<file path="config.mk">
export PLATFORM = sky130hd
export DESIGN_NAME = regfile_access_ctrl
export DESIGN_NICKNAME = d
export VERILOG_FILES = /design/src/rtl/regfile_access_ctrl.sv
export SDC_FILE = /design/constraint.sdc
export NUM_CORES = 1
export LEC_CHECK = 0
export CAP_MARGIN = 20
export CELL_PAD_IN_SITES_DETAIL_PLACEMENT = 1
export CELL_PAD_IN_SITES_GLOBAL_PLACEMENT = 1
export CORE_UTILIZATION = 25
export CTS_BUF_LIST = sky130_fd_sc_hd__clkbuf_4 sky130_fd_sc_hd__clkbuf_8 sky130_fd_sc_hd__clkbuf_16
export CTS_CLUSTER_DIAMETER = 200
export DETAILED_ROUTE_END_ITERATION = 12
export GPL_ROUTABILITY_DRIVEN = 0
export PLACE_DENSITY = 0.94
export REMOVE_ABC_BUFFERS = 1
export SYNTH_ARGS = -nofsm -noshare
export SYNTH_HDL_FRONTEND = slang
export SYNTH_SLANG_ARGS = --single-unit
export TNS_END_PERCENT = 1
</file>
<file path="constraint.sdc">
create_clock -name clk -period 2.6 [get_ports clk]
set_clock_uncertainty 0.15 [all_clocks]
set_input_delay 0.52 -clock clk [delete_from_list [all_inputs] [get_ports clk]]
set_output_delay 0.52 -clock clk [all_outputs]
set_load 0.1 [all_outputs]
</file>
<file path="src/rtl/regfile_access_ctrl.sv">
// Register-file write/read-port controller: zero-fill after reset, core-priority
// write arbitration with a debug starvation guard, and registered debug reads.
module regfile_access_ctrl #(
  parameter int NUM_REGS       = 32,
  parameter int ADDR_W         = $clog2(NUM_REGS),
  parameter int DATA_W         = 32,
  parameter int CLEAR_ON_RESET = 1,
  parameter int DBG_MAX_WAIT   = 8
) (
  input  logic              clk,
  input  logic              rst,
  input  logic              core_wr_valid,
  input  logic [ADDR_W-1:0] core_wr_addr,
  input  logic [DATA_W-1:0] core_wr_data,
  output logic              core_wr_ready,
  input  logic              dbg_req_valid,
  input  logic              dbg_req_we,
  input  logic [ADDR_W-1:0] dbg_req_addr,
  input  logic [DATA_W-1:0] dbg_req_wdata,
  output logic              dbg_req_ready,
  output logic              dbg_rsp_valid,
  output logic [DATA_W-1:0] dbg_rsp_rdata,
  output logic              rf_RegWrite,
  output logic [ADDR_W-1:0] rf_WriteRegister,
  output logic [DATA_W-1:0] rf_WriteData,
  output logic [ADDR_W-1:0] rf_rd_addr,
  input  logic [DATA_W-1:0] rf_rd_data,
  output logic              init_done
);

  localparam int CNT_W = $clog2(DBG_MAX_WAIT + 1);
  localparam logic [ADDR_W-1:0] LAST_IDX = ADDR_W'(NUM_REGS - 1);
  localparam logic [CNT_W-1:0]  MAX_WAIT = CNT_W'(DBG_MAX_WAIT);

  typedef enum logic [1:0] {S_CLEAR, S_IDLE, S_DBG_RD} state_t;

  state_t              state_q, state_d;
  logic [ADDR_W-1:0]   clr_idx_q, clr_idx_d;
  logic [CNT_W-1:0]    wait_cnt_q, wait_cnt_d;
  logic                init_done_q, init_done_d;
  logic                rsp_valid_q, rsp_valid_d;
  logic [DATA_W-1:0]   rsp_rdata_q, rsp_rdata_d;
  logic [ADDR_W-1:0]   rd_addr_q, rd_addr_d;

  logic force_dbg;
  logic core_grant;
  logic dbg_grant;

  assign force_dbg = (state_q == S_IDLE) && dbg_req_valid && (wait_cnt_q == MAX_WAIT);

  always_ff @(posedge clk) begin
    if (rst) begin
      state_q     <= (CLEAR_ON_RESET != 0) ? S_CLEAR : S_IDLE;
      clr_idx_q   <= ADDR_W'(1);
      wait_cnt_q  <= '0;
      init_done_q <= (CLEAR_ON_RESET == 0);
      rsp_valid_q <= 1'b0;
      rsp_rdata_q <= '0;
      rd_addr_q   <= '0;
    end else begin
      state_q     <= state_d;
      clr_idx_q   <= clr_idx_d;
      wait_cnt_q  <= wait_cnt_d;
      init_done_q <= init_done_d;
      rsp_valid_q <= rsp_valid_d;
      rsp_rdata_q <= rsp_rdata_d;
      rd_addr_q   <= rd_addr_d;
    end
  end

  always_comb begin
    state_d     = state_q;
    clr_idx_d   = clr_idx_q;
    wait_cnt_d  = wait_cnt_q;
    init_done_d = init_done_q;
    rsp_valid_d = 1'b0;
    rsp_rdata_d = rsp_rdata_q;
    rd_addr_d   = rd_addr_q;
    case (state_q)
      S_CLEAR: begin
        clr_idx_d = clr_idx_q + ADDR_W'(1);
        if (clr_idx_q == LAST_IDX) begin
          state_d     = S_IDLE;
          init_done_d = 1'b1;
        end
      end
      S_IDLE: begin
        if (dbg_grant && !dbg_req_we) begin
          rd_addr_d = dbg_req_addr;
          state_d   = S_DBG_RD;
        end
      end
      S_DBG_RD: begin
        // Bypass a same-cycle core write so the read never returns stale data.
        if (rd_addr_q == '0)
          rsp_rdata_d = '0;
        else if (core_grant && (core_wr_addr == rd_addr_q))
          rsp_rdata_d = core_wr_data;
        else
          rsp_rdata_d = rf_rd_data;
        rsp_valid_d = 1'b1;
        state_d     = S_IDLE;
      end
      default: state_d = S_IDLE;
    endcase
    if (!dbg_req_valid || dbg_grant)
      wait_cnt_d = '0;
    else if ((state_q == S_IDLE) && (wait_cnt_q != MAX_WAIT))
      wait_cnt_d = wait_cnt_q + CNT_W'(1);
  end

  always_comb begin
    core_wr_ready    = 1'b0;
    dbg_req_ready    = 1'b0;
    rf_RegWrite      = 1'b0;
    rf_WriteRegister = '0;
    rf_WriteData     = '0;
    rf_rd_addr       = '0;
    core_grant       = 1'b0;
    dbg_grant        = 1'b0;
    if (state_q == S_CLEAR) begin
      rf_RegWrite      = 1'b1;
      rf_WriteRegister = clr_idx_q;
    end else begin
      core_wr_ready = !force_dbg;
      dbg_req_ready = (state_q == S_IDLE) && (force_dbg || !core_wr_valid);
      if (state_q == S_DBG_RD)
        rf_rd_addr = rd_addr_q;
      core_grant = core_wr_valid && core_wr_ready;
      dbg_grant  = dbg_req_valid && dbg_req_ready;
      // x0 writes complete the handshake but never reach the register file.
      if (core_grant) begin
        rf_RegWrite      = (core_wr_addr != '0);
        rf_WriteRegister = core_wr_addr;
        rf_WriteData     = core_wr_data;
      end else if (dbg_grant && dbg_req_we) begin
        rf_RegWrite      = (dbg_req_addr != '0);
        rf_WriteRegister = dbg_req_addr;
        rf_WriteData     = dbg_req_wdata;
      end
    end
  end

  assign init_done     = init_done_q;
  assign dbg_rsp_valid = rsp_valid_q;
  assign dbg_rsp_rdata = rsp_rdata_q;

endmodule

</file>
[Word level (Yosys, flattened, before mapping)]
Index checks and enable logic that the tools add are counted.
Operators by class
  mux-type cells: 21
  $add $sub $neg: 2
  reductions and logical operators: 23
  equality and inequality tests: 8
Operators by type and width (count)
  $mux W32: 5
  $mux W5: 5
  $reduce_bool A5 Y1: 2
  $logic_and A1 B1 Y1: 9
  $mux W1: 8
  $reduce_and A2 Y1: 3
  $add A5 B1 Y5 const B: 1
  $eq A5 B5 Y1: 1
  $eq A5 B5 Y1 const B: 1
  $logic_not A5 Y1: 1
  $add A4 B1 Y4 const B: 1
  $eq A4 B4 Y1 const B: 1
  $logic_not A1 Y1: 4
  $mux W2: 2
  $ne A4 B4 Y1 const B: 1
  $pmux W2 S2: 1
  $eq A2 B1 Y1 const B: 1
  $eq A2 B2 Y1 const B: 1
  $logic_not A2 Y1: 1
  $logic_or A1 B1 Y1: 2
  $ne A2 B1 Y1 const B: 1
  $ne A2 B2 Y1 const B: 1
  $reduce_or A2 Y1: 1
Word-level totals
  word-level logic and storage cells: 61
  output and inout port bits: 79
  register bits: 50
  bits of input ports: 111

[Longest topological paths before layout]
Gate-level depths: netlist of run 1.
  word-level depth: 10
  gate-level depth with buffers: 8
  mapped depth without buffers: 6

[Least setup slack after synthesis of run 1]
OpenSTA, ideal clock, no wires.
  path kind: reg-to-output
  from: register wait_cnt_q[0]
  to: output rf_WriteRegister[0]
  cell stages (with the launch flop): 8
  data arrival time: 3.374 ns
  setup slack: -1.444 ns
  required time: 1.930 ns
  buffers on the path: 1
  cells stage by stage: dfxtp_1 > inv_1 > ha_1 > nand3b_2 > a211oi_1 > buf_2 > a22oi_1 > o21ai_0
On the way
  longest elaborated chain between the ends: 9
  elaborated cells on any way between the ends: 11
  those cells by class: 1 x eq/ne; 3 x mux; 7 x reduce/logical
Ends and longest elaborated chain
  start: declaration: line 39  | logic [CNT_W-1:0] wait_cnt_q, wait_cnt_d;
  start signal: assignment: line 63  | wait_cnt_q <= wait_cnt_d;
  $eq A4 B4 Y1 (*): line 49  | assign force_dbg = (state_q == S_IDLE) && dbg_req_valid && (wait_cnt_q == MAX_WAIT);
  $logic_and A1 B1 Y1 (*): line 49
  $logic_or A1 B1 Y1: line 126  | dbg_req_ready = (state_q == S_IDLE) && (force_dbg || !core_wr_valid);
  $logic_and A1 B1 Y1: line 126
  $logic_and A1 B1 Y1: line 130  | dbg_grant = dbg_req_valid && dbg_req_ready;
  $logic_and A1 B1 Y1: line 136  | end else if (dbg_grant && dbg_req_we) begin
  $mux W5: line 136
  $mux W5 (*): line 132  | if (core_grant) begin
  $mux W5 (*): line 121  | if (state_q == S_CLEAR) begin
  end: declaration: line 24  | output logic [ADDR_W-1:0] rf_WriteRegister,
Every way passes the cells marked *; elsewhere a longest branch is shown, timed or not.

[Worst setup path in the final report of run 1]
  from: input core_wr_addr[1]
  to: output rf_RegWrite
On the way
  longest elaborated chain between the ends: 3
Ends and longest elaborated chain
  start: declaration: line 13  | input logic [ADDR_W-1:0] core_wr_addr,
  $reduce_bool A5 Y1: line 133  | rf_RegWrite = (core_wr_addr != '0);
  $mux W1: line 132
  $mux W1: line 121
  end: declaration: line 23  | output logic rf_RegWrite,
Every way passes these cells.

==> results of run 1 <==
[routing by layer]
layer	wire length [um]	share of wire (%)	track usage, %	vias up
li1	-	-	-	1808
met1	5570	39	26.5	1890
met2	7500	52	46.2	150
met3	855	5.9	3.53	31
met4	461	3.2	9.59	0
met5	0	0	0	-
[cell type report]
class / count / share of cell area [%]
inverters: 5 / 0.311
well taps: 143 / 2.97
repair buffers: 234 / 45.5
clock buffers: 5 / 2.08
multi-input cells: 286 / 31.8
flip-flops and latches: 50 / 16.6
clock inverters: 3 / 0.747
[repair_timing]
item | CTS | global route
pin swaps | 19 | 18
setup buffers | 8 | 1
endpoints found under the setup margin | 39 | 39
cloned | 3 | 0
endpoints found under the hold margin | 0 | 0
gates resized for setup | 49 | 11
[power breakdown]
| part | switching (mW) | internal, mW | leakage (nW) | total (mW) |
|---|---|---|---|---|
| sequential | 0.00697 | 0.771 | 0.404 | 0.778 |
| combinational | 0.168 | 0.223 | 1.65 | 0.391 |
| clock | 0.303 | 0.454 | 0.0760 | 0.757 |
| total | 0.478 | 1.45 | 2.13 | 1.93 |
[synth_stat cells, drive strengths merged (2+ instances only)]
cell type / number
a22o: 5
clkbuf: 21
or4: 2
inv: 5
xor2: 4
a22oi: 33
a221oi: 4
xnor2: 6
a21oi: 8
or3b: 2
dfxtp: 50
o21ai: 4
o311ai: 32
nor2: 50
nand3: 3
ha: 4
nand3b: 2
nand4: 3
buf: 15
o211ai: 32
nor2b: 2
o21a: 2
nand2: 73
nand2b: 2
and2: 5
[worst min-delay path, stage by stage, from the launching register on]
cell      delay [ns]
dfxtp_1         0.33
nand2_1         0.05
o211ai_1        0.06
[sequential cells by signal, indices dropped and copies added, names as in the netlist]
register / flops
wait_cnt_q: 4
state_q: 2
rd_addr_q: 5
dbg_rsp_valid: 1
clr_idx_q: 5
dbg_rsp_rdata: 32
init_done: 1
[worst paths after layout]
| path | to |
|---|---|
| setup / recovery | rf_RegWrite |
| hold / removal | dbg_rsp_rdata[1]$_SDFFE_PP0P_ |
| setup reg to reg | dbg_rsp_rdata[22]$_SDFFE_PP0P_ |
| hold reg to reg | dbg_rsp_rdata[1]$_SDFFE_PP0P_ |
[metrics by stage]
step           hold WS [ns]  setup TNS [ns]
4_1_cts               0.327           -4.09
3_3_place_gp          0.304          -12.39
2_1_floorplan         0.298         -100.33
5_1_grt               0.344           -5.58
6_report              0.324           -2.37
3_5_place_dp          0.311          -13.37
[cells in the final DEF (no fill, tap or decap), types with 5 or more instances in the layout]
cell type        instances
clkbuf_16                5
buf_12                  51
xnor2_1                  6
nor2_1                  22
and2_1                   5
buf_4                   67
nor2_2                  27
o211ai_1                32
a22oi_1                 23
a21oi_1                  7
nand2_1                 73
clkdlybuf4s50_1        107
a22oi_2                 10
o311ai_0                21
o311ai_1                11
a22o_1                   5
dfxtp_1                 48
[cell families (layout without fill, tap and decap cells)]
| family | after synthesis | after routing | synth area share [%] |
|---|---|---|---|
| AO/OA/AOI/OAI | 122 | 122 | 32.3 |
| XOR/XNOR | 10 | 10 | 2.99 |
| adder cells (fa/ha/maj) | 4 | 4 | 1.71 |
| buffers and inverters | 41 | 247 | 6.75 |
| flip-flops | 50 | 50 | 34.2 |
| AND/OR/NAND/NOR | 150 | 150 | 22.1 |
==> metrics.txt, run 1 <==
outcome complete, but fails checks; failing checks setup timing; Total GRT Usage 24.1%; NumNets Final about 700; asr flop ratio synth 0%; Cells after DPL 707; Worst-Skew Late Latency 0.29 ns; Pre-antenna DRT Iters 4; CP Data Required Time a little under 2 ns; Buffers & Inverters on Critical Path 2; fin area 6030 um^2; hold_buf cts 0; area occupied by multi-input gates roughly 1900 um^2; slowest CP cell or4_1; TritonCTS clock tree built; Critical Path Start Type input pin; crit-path cells clkdlybuf4s50_1 -> or4_1 -> o21ai_1 -> nand3_1 -> buf_12; Place WS -0.411 ns; Layout fillers roughly 1300; Vias/cell 5.34; Post-synth EDFFs 0; register area 1000 um^2; Pleak 2.13 nW; largest area contributor in the synthesized netlist dfxtp_1; initial antenna violation count 0; First DRT Iteration DRCs 138; RR Startpoint state_q[0]$_SDFFE_PP0P_; Hold Crit Start dbg_rsp_rdata[1]$_SDFFE_PP0P_; Seq/Total Area, Yosys between 30% and 40%; DR WL/cell 19.8 um; Arrival @ worst endpoint 2.06 ns; CP startpoint core_wr_addr[1]; CTS max path bufs 2; Mapped Cells approximately 380; CTS H-Tree Depth 2; Pwr Total 1.93 mW; die area 12100 um^2; final non-filler cell total 726; I/O Buffers 189; Die Span Y approximately 110 um; Unique masters post-synth 39; # clock sinks 50; ys flop type dfxtp_1; Routed Antenna Nets 0; DIE WIDTH 110 um; Initial Util 25.6%; final core area utilization between 50% and 60%; Avg Inst Size Synth between 7 and 8 um^2; IO Pins 190; Yosys Warn Count 0; cell area power density roughly 320 nW/um^2; critical path fanouts, max 2; Total Routed Length 14400 um; Hold Path Depth 2; placed inst area 5530 um^2; fmax 367 MHz; flop-to-flop setup slack 0.44 ns; Tightest Pin Transition 0.472 ns; Peak VDD IR between 0.2 and 0.3 mV; Synth Register Bits 50; area delta synth->final 106%; root buffer cell clkbuf_16; Tcrit/Tclk final 105%; Max Slew Vio Count 0; Top delay family on crit path simple AND/OR/NAND/NOR gates; via count 3879; GR Overflow Total 0; Max Cap Viol 0; register clock-pin slew on the reported worst setup and hold paths 0.07 ns; Core ar. 11400 um^2; DP HPWL 10700 um; fin crit period 2.73 ns; Worst Reg-to-Reg Cells 6; Final Hold Fails 0; CP Depth 5; Residual DRC 0; Synth area leaders dfxtp_1 34%, nand2_1 9.4%, a22oi_1 8.5%, o211ai_1 8.2%, nor2_1 6.4%; kind of path behind the tightest hold check reg -> reg; largest net degree at the start of global routing 37; Core Rows 39; top cell type's share of synthesized area 34.2%; Post-Syn Area 2930 um^2; final worst setup slack -0.127 ns; vias in the first global route between 4000 and 5000; CP Class in -> out; Slew headroom between 60 and 70%; setup violators final 38; first-pass GRT wire length 22300 um; share of layout cells above drive strength 1 31.7%; delay of the slowest cell on the worst path between 0.5 and 0.6 ns; Crit. End Element output port; total CTS buffers 5; Antenna diodes 0; RSZ-0062 raised after global routing true
(Power assumes the default switching activity.)
==> run 2: changes to the inputs <==
--- a/config.mk
+++ b/config.mk
@@ -5,15 +5,16 @@
 export SDC_FILE = /design/constraint.sdc
 export NUM_CORES = 1
 export LEC_CHECK = 0
+export ABC_AREA = 1
 export CAP_MARGIN = 20
 export CELL_PAD_IN_SITES_DETAIL_PLACEMENT = 1
 export CELL_PAD_IN_SITES_GLOBAL_PLACEMENT = 1
-export CORE_UTILIZATION = 25
+export CORE_UTILIZATION = 24
 export CTS_BUF_LIST = sky130_fd_sc_hd__clkbuf_4 sky130_fd_sc_hd__clkbuf_8 sky130_fd_sc_hd__clkbuf_16
 export CTS_CLUSTER_DIAMETER = 200
 export DETAILED_ROUTE_END_ITERATION = 12
 export GPL_ROUTABILITY_DRIVEN = 0
-export PLACE_DENSITY = 0.94
+export PLACE_DENSITY = 0.93
 export REMOVE_ABC_BUFFERS = 1
 export SYNTH_ARGS = -nofsm -noshare
 export SYNTH_HDL_FRONTEND = slang
==> run 2 against run 1 <==
Against the previous run:
- the flow still finishes with violations (setup timing)
- fmax shrank 3.3%
- flip-flop and latch count is the same
- first-iteration DRC count grew 43%
- wire length grew 12%
- count of clock-buffer cells in the layout is the same
- combinational power grew 4%
- non-clock buffer count shrank 11
- final cell count grew 26%
- sequential power is essentially flat
- hold slack lost 0.0086 ns
- via count grew 14%
- synthesized cell count grew 45%
- critical path type is now reg -> out
- largest power group unchanged
==> metrics.txt, run 2 <==
Die Span Y 117 um (was 110 um); Min Hold Slack 0.316 ns (was 0.324 ns); Avg Inst Size Synth 5.85 um^2 (was 7.77 um^2); Worst-Skew Late Latency 0.28 ns (was 0.29 ns); CTS max path bufs 2 (unchanged); I/O Buffers 189 (unchanged); final worst setup slack -0.221 ns (was -0.127 ns); Seq/Total Area, Yosys 31.3% (was 34.2%); Sw Pwr 487 uW (was 478 uW); Tcrit/Tclk final 108% (was 105%); failing checks setup timing (unchanged); die area 13800 um^2 (was 12100 um^2); most common cell after layout, fill and taps aside nand2_1 (was clkdlybuf4s50_1); Layout fillers 1577 (was 1314); RSZ-0062 raised after global routing true (unchanged); Final Hold Fails 0 (unchanged); critical path fanouts, max 3 (was 2); IO Pins 190 (unchanged); share of layout cells above drive strength 1 24.8% (was 31.7%); Synth area leaders dfxtp_1 31%, nand2_1 19%, a21oi_1 12%, nand3_1 11%, inv_1 10% (was dfxtp_1 34%, nand2_1 9.4%, a22oi_1 8.5%, o211ai_1 8.2%, nor2_1 6.4%); Peak VDD IR 0.280 mV (was 0.251 mV); GR Overflow Total 0 (unchanged); via count 4427 (was 3879); Unique masters post-synth 22 (was 39); Critical Path Start Type flop (was input pin); sw frac 25.3% (was 24.8%); commonest non-fill, non-tap cells in the layout 151 x nand2_1, 109 x clkdlybuf4s50_1, 85 x inv_1 (was 107 x clkdlybuf4s50_1, 73 x nand2_1, 67 x buf_4); root buffer cell clkbuf_16 (unchanged); Vias/cell 4.83 (was 5.34); CTS H-Tree Depth 2 (unchanged); ys flop type dfxtp_1 (unchanged); Slew headroom 65.9% (was 68.5%); Total Routed Length 16100 um (was 14400 um); CP Class reg -> out (was in -> out); largest net degree at the start of global routing 33 (was 37); vias in the first global route 4913 (was 4197); outcome complete, but fails checks (unchanged); asr flop ratio synth 0% (unchanged); Crit. End Element output port (unchanged); Place WS -0.453 ns (was -0.411 ns); cell area power density 303 nW/um^2 (was 320 nW/um^2); Max Cap Viol 0 (unchanged); # clock sinks 50 (unchanged); final non-filler cell total 917 (was 726); Max Slew Vio Count 0 (unchanged); CP Data Required Time 1.93 ns (about the same); Mapped Cells 546 (was 377); Residual DRC 0 (unchanged); largest area contributor in the synthesized netlist dfxtp_1 (unchanged); setup TNS -6.53 ns (was -2.37 ns); Yosys Warn Count 0 (unchanged); max reg flops 32 (unchanged); flop-to-flop setup slack 0.44 ns (about the same); Synth Register Bits 50 (unchanged); DR WL/cell 17.6 um (was 19.8 um); Core ar. 12800 um^2 (was 11400 um^2); Post-synth EDFFs 0 (unchanged); Pre-antenna DRT Iters 5 (was 4); TritonCTS clock tree built (unchanged); fmax 355 MHz (was 367 MHz); Tightest Pin Transition 0.509 ns (was 0.472 ns); top cell type's share of synthesized area 31.3% (was 34.2%); Antenna diodes 0 (unchanged); Clk pwr share 38.5% (was 39.3%); First DRT Iteration DRCs 198 (was 138); DP HPWL 11300 um (was 10700 um); first-pass GRT wire length 25400 um (was 22300 um); Cells after DPL 899 (was 707); final core area utilization 49.8% (was 52.8%); total CTS buffers 5 (unchanged); register clock-pin slew on the reported worst setup and hold paths 0.07 ns (about the same); Int Pwr 1.44 mW (was 1.45 mW); fin crit period 2.82 ns (was 2.73 ns); kind of path behind the tightest hold check reg -> reg (unchanged); register area 1000 um^2 (about the same); Pleak 2.64 nW (was 2.13 nW); Comb power frac 21.1% (was 20.3%); Routed Antenna Nets 0 (unchanged); dominant cell by count in the synthesized netlist nand2_1 (unchanged); setup violators final 38 (unchanged); sequential power share 40.4% (about the same); DIE WIDTH 117 um (was 110 um); NumNets Final 859 (was 697); area delta synth->final 99.1% (was 106%); Arrival @ worst endpoint 2.15 ns (was 2.06 ns); Initial Util 25.0% (was 25.6%); Synth top cells by count 158 x nand2_1, 87 x inv_1, 76 x a21oi_1 (was 73 x nand2_1, 50 x dfxtp_1, 50 x nor2_1); initial antenna violation count 0 (unchanged); area occupied by multi-input gates 1970 um^2 (was 1920 um^2); Core Rows 41 (was 39); Post-Syn Area 3190 um^2 (was 2930 um^2); Total GRT Usage 23.2% (was 24.1%)
run 2: layout make-up:
type,count,area share [%]
Timing Repair Buffer,223,41.9
Clock buffer,5,1.97
Sequential cell,50,15.8
Inverter,90,5.31
Tap cell,172,3.39
Clock inverter,3,0.630
Multi-Input combinational cell,374,31.0
run 2: logic make-up after synthesis:
group           count (synthesis)  share of synthesized area, %
buf+inv                       122                          15.4
flops                          50                          31.3
compound gates                 94                          14.9
fa+ha+maj                       4                          1.57
simple gates                  273                          36.0
xor+xnor                        3                         0.823
run 2: what timing repair did:
action	4_1_cts	5_1_grt
gates cloned	1	1
setup endpoints to repair	39	38
gates resized for setup	63	15
hold buffers	0	0
buffers inserted	6	4
pin swaps	11	12
run 2: path summary, 6_finish.rpt:
check,startpoint,endpoint,depth (start not counted)
setup / recovery,wait_cnt_q[0]$_SDFFE_PP0P_,rf_WriteRegister[3],14
hold / removal,dbg_rsp_rdata[7]$_SDFFE_PP0P_,dbg_rsp_rdata[7]$_SDFFE_PP0P_,2
hold reg to reg,dbg_rsp_rdata[7]$_SDFFE_PP0P_,dbg_rsp_rdata[7]$_SDFFE_PP0P_,2
setup reg to reg,wait_cnt_q[0]$_SDFFE_PP0P_,dbg_rsp_rdata[4]$_SDFFE_PP0P_,12
run 2: per-stage QoR:
step,power (mW),instance area [um^2]
global route,2.00,6360
CTS,1.94,6260
global placement,1.17,5780
finish,1.92,6360
floorplan,0.915,3040
detailed placement,1.18,5780
run 2: layer usage:
layer  vias to the layer above  GRT usage [%]  part of all wire (%)
met5                         -              0                     0
met4                         0           9.90                   3.6
met3                        35           3.50                   4.4
met2                       160           43.5                    53
met1                      2129           25.6                    39
li1                       2103              -                     -
run 2: critical path: stages (launching register included):
cell	delay [ns]
dfxtp_2	0.34
inv_2	0.08
ha_4	0.14
nand2_2	0.05
nor2_2	0.10
nand2_1	0.07
nand2_2	0.08
nand2_4	0.06
nor2_4	0.11
buf_6	0.14
buf_12	0.11
a21oi_1	0.07
a21oi_1	0.18
buf_4	0.16
buf_12	0.16
run 2: power by group through the flow:
stage | Combinational (mW) | Sequential (mW) | Clock [mW]
after floorplan | 0.122 | 0.793 | 0
after global placement | 0.377 | 0.794 | 0
after detailed placement | 0.387 | 0.794 | 0
after CTS | 0.405 | 0.776 | 0.760
after global routing | 0.433 | 0.777 | 0.787
final | 0.407 | 0.777 | 0.741
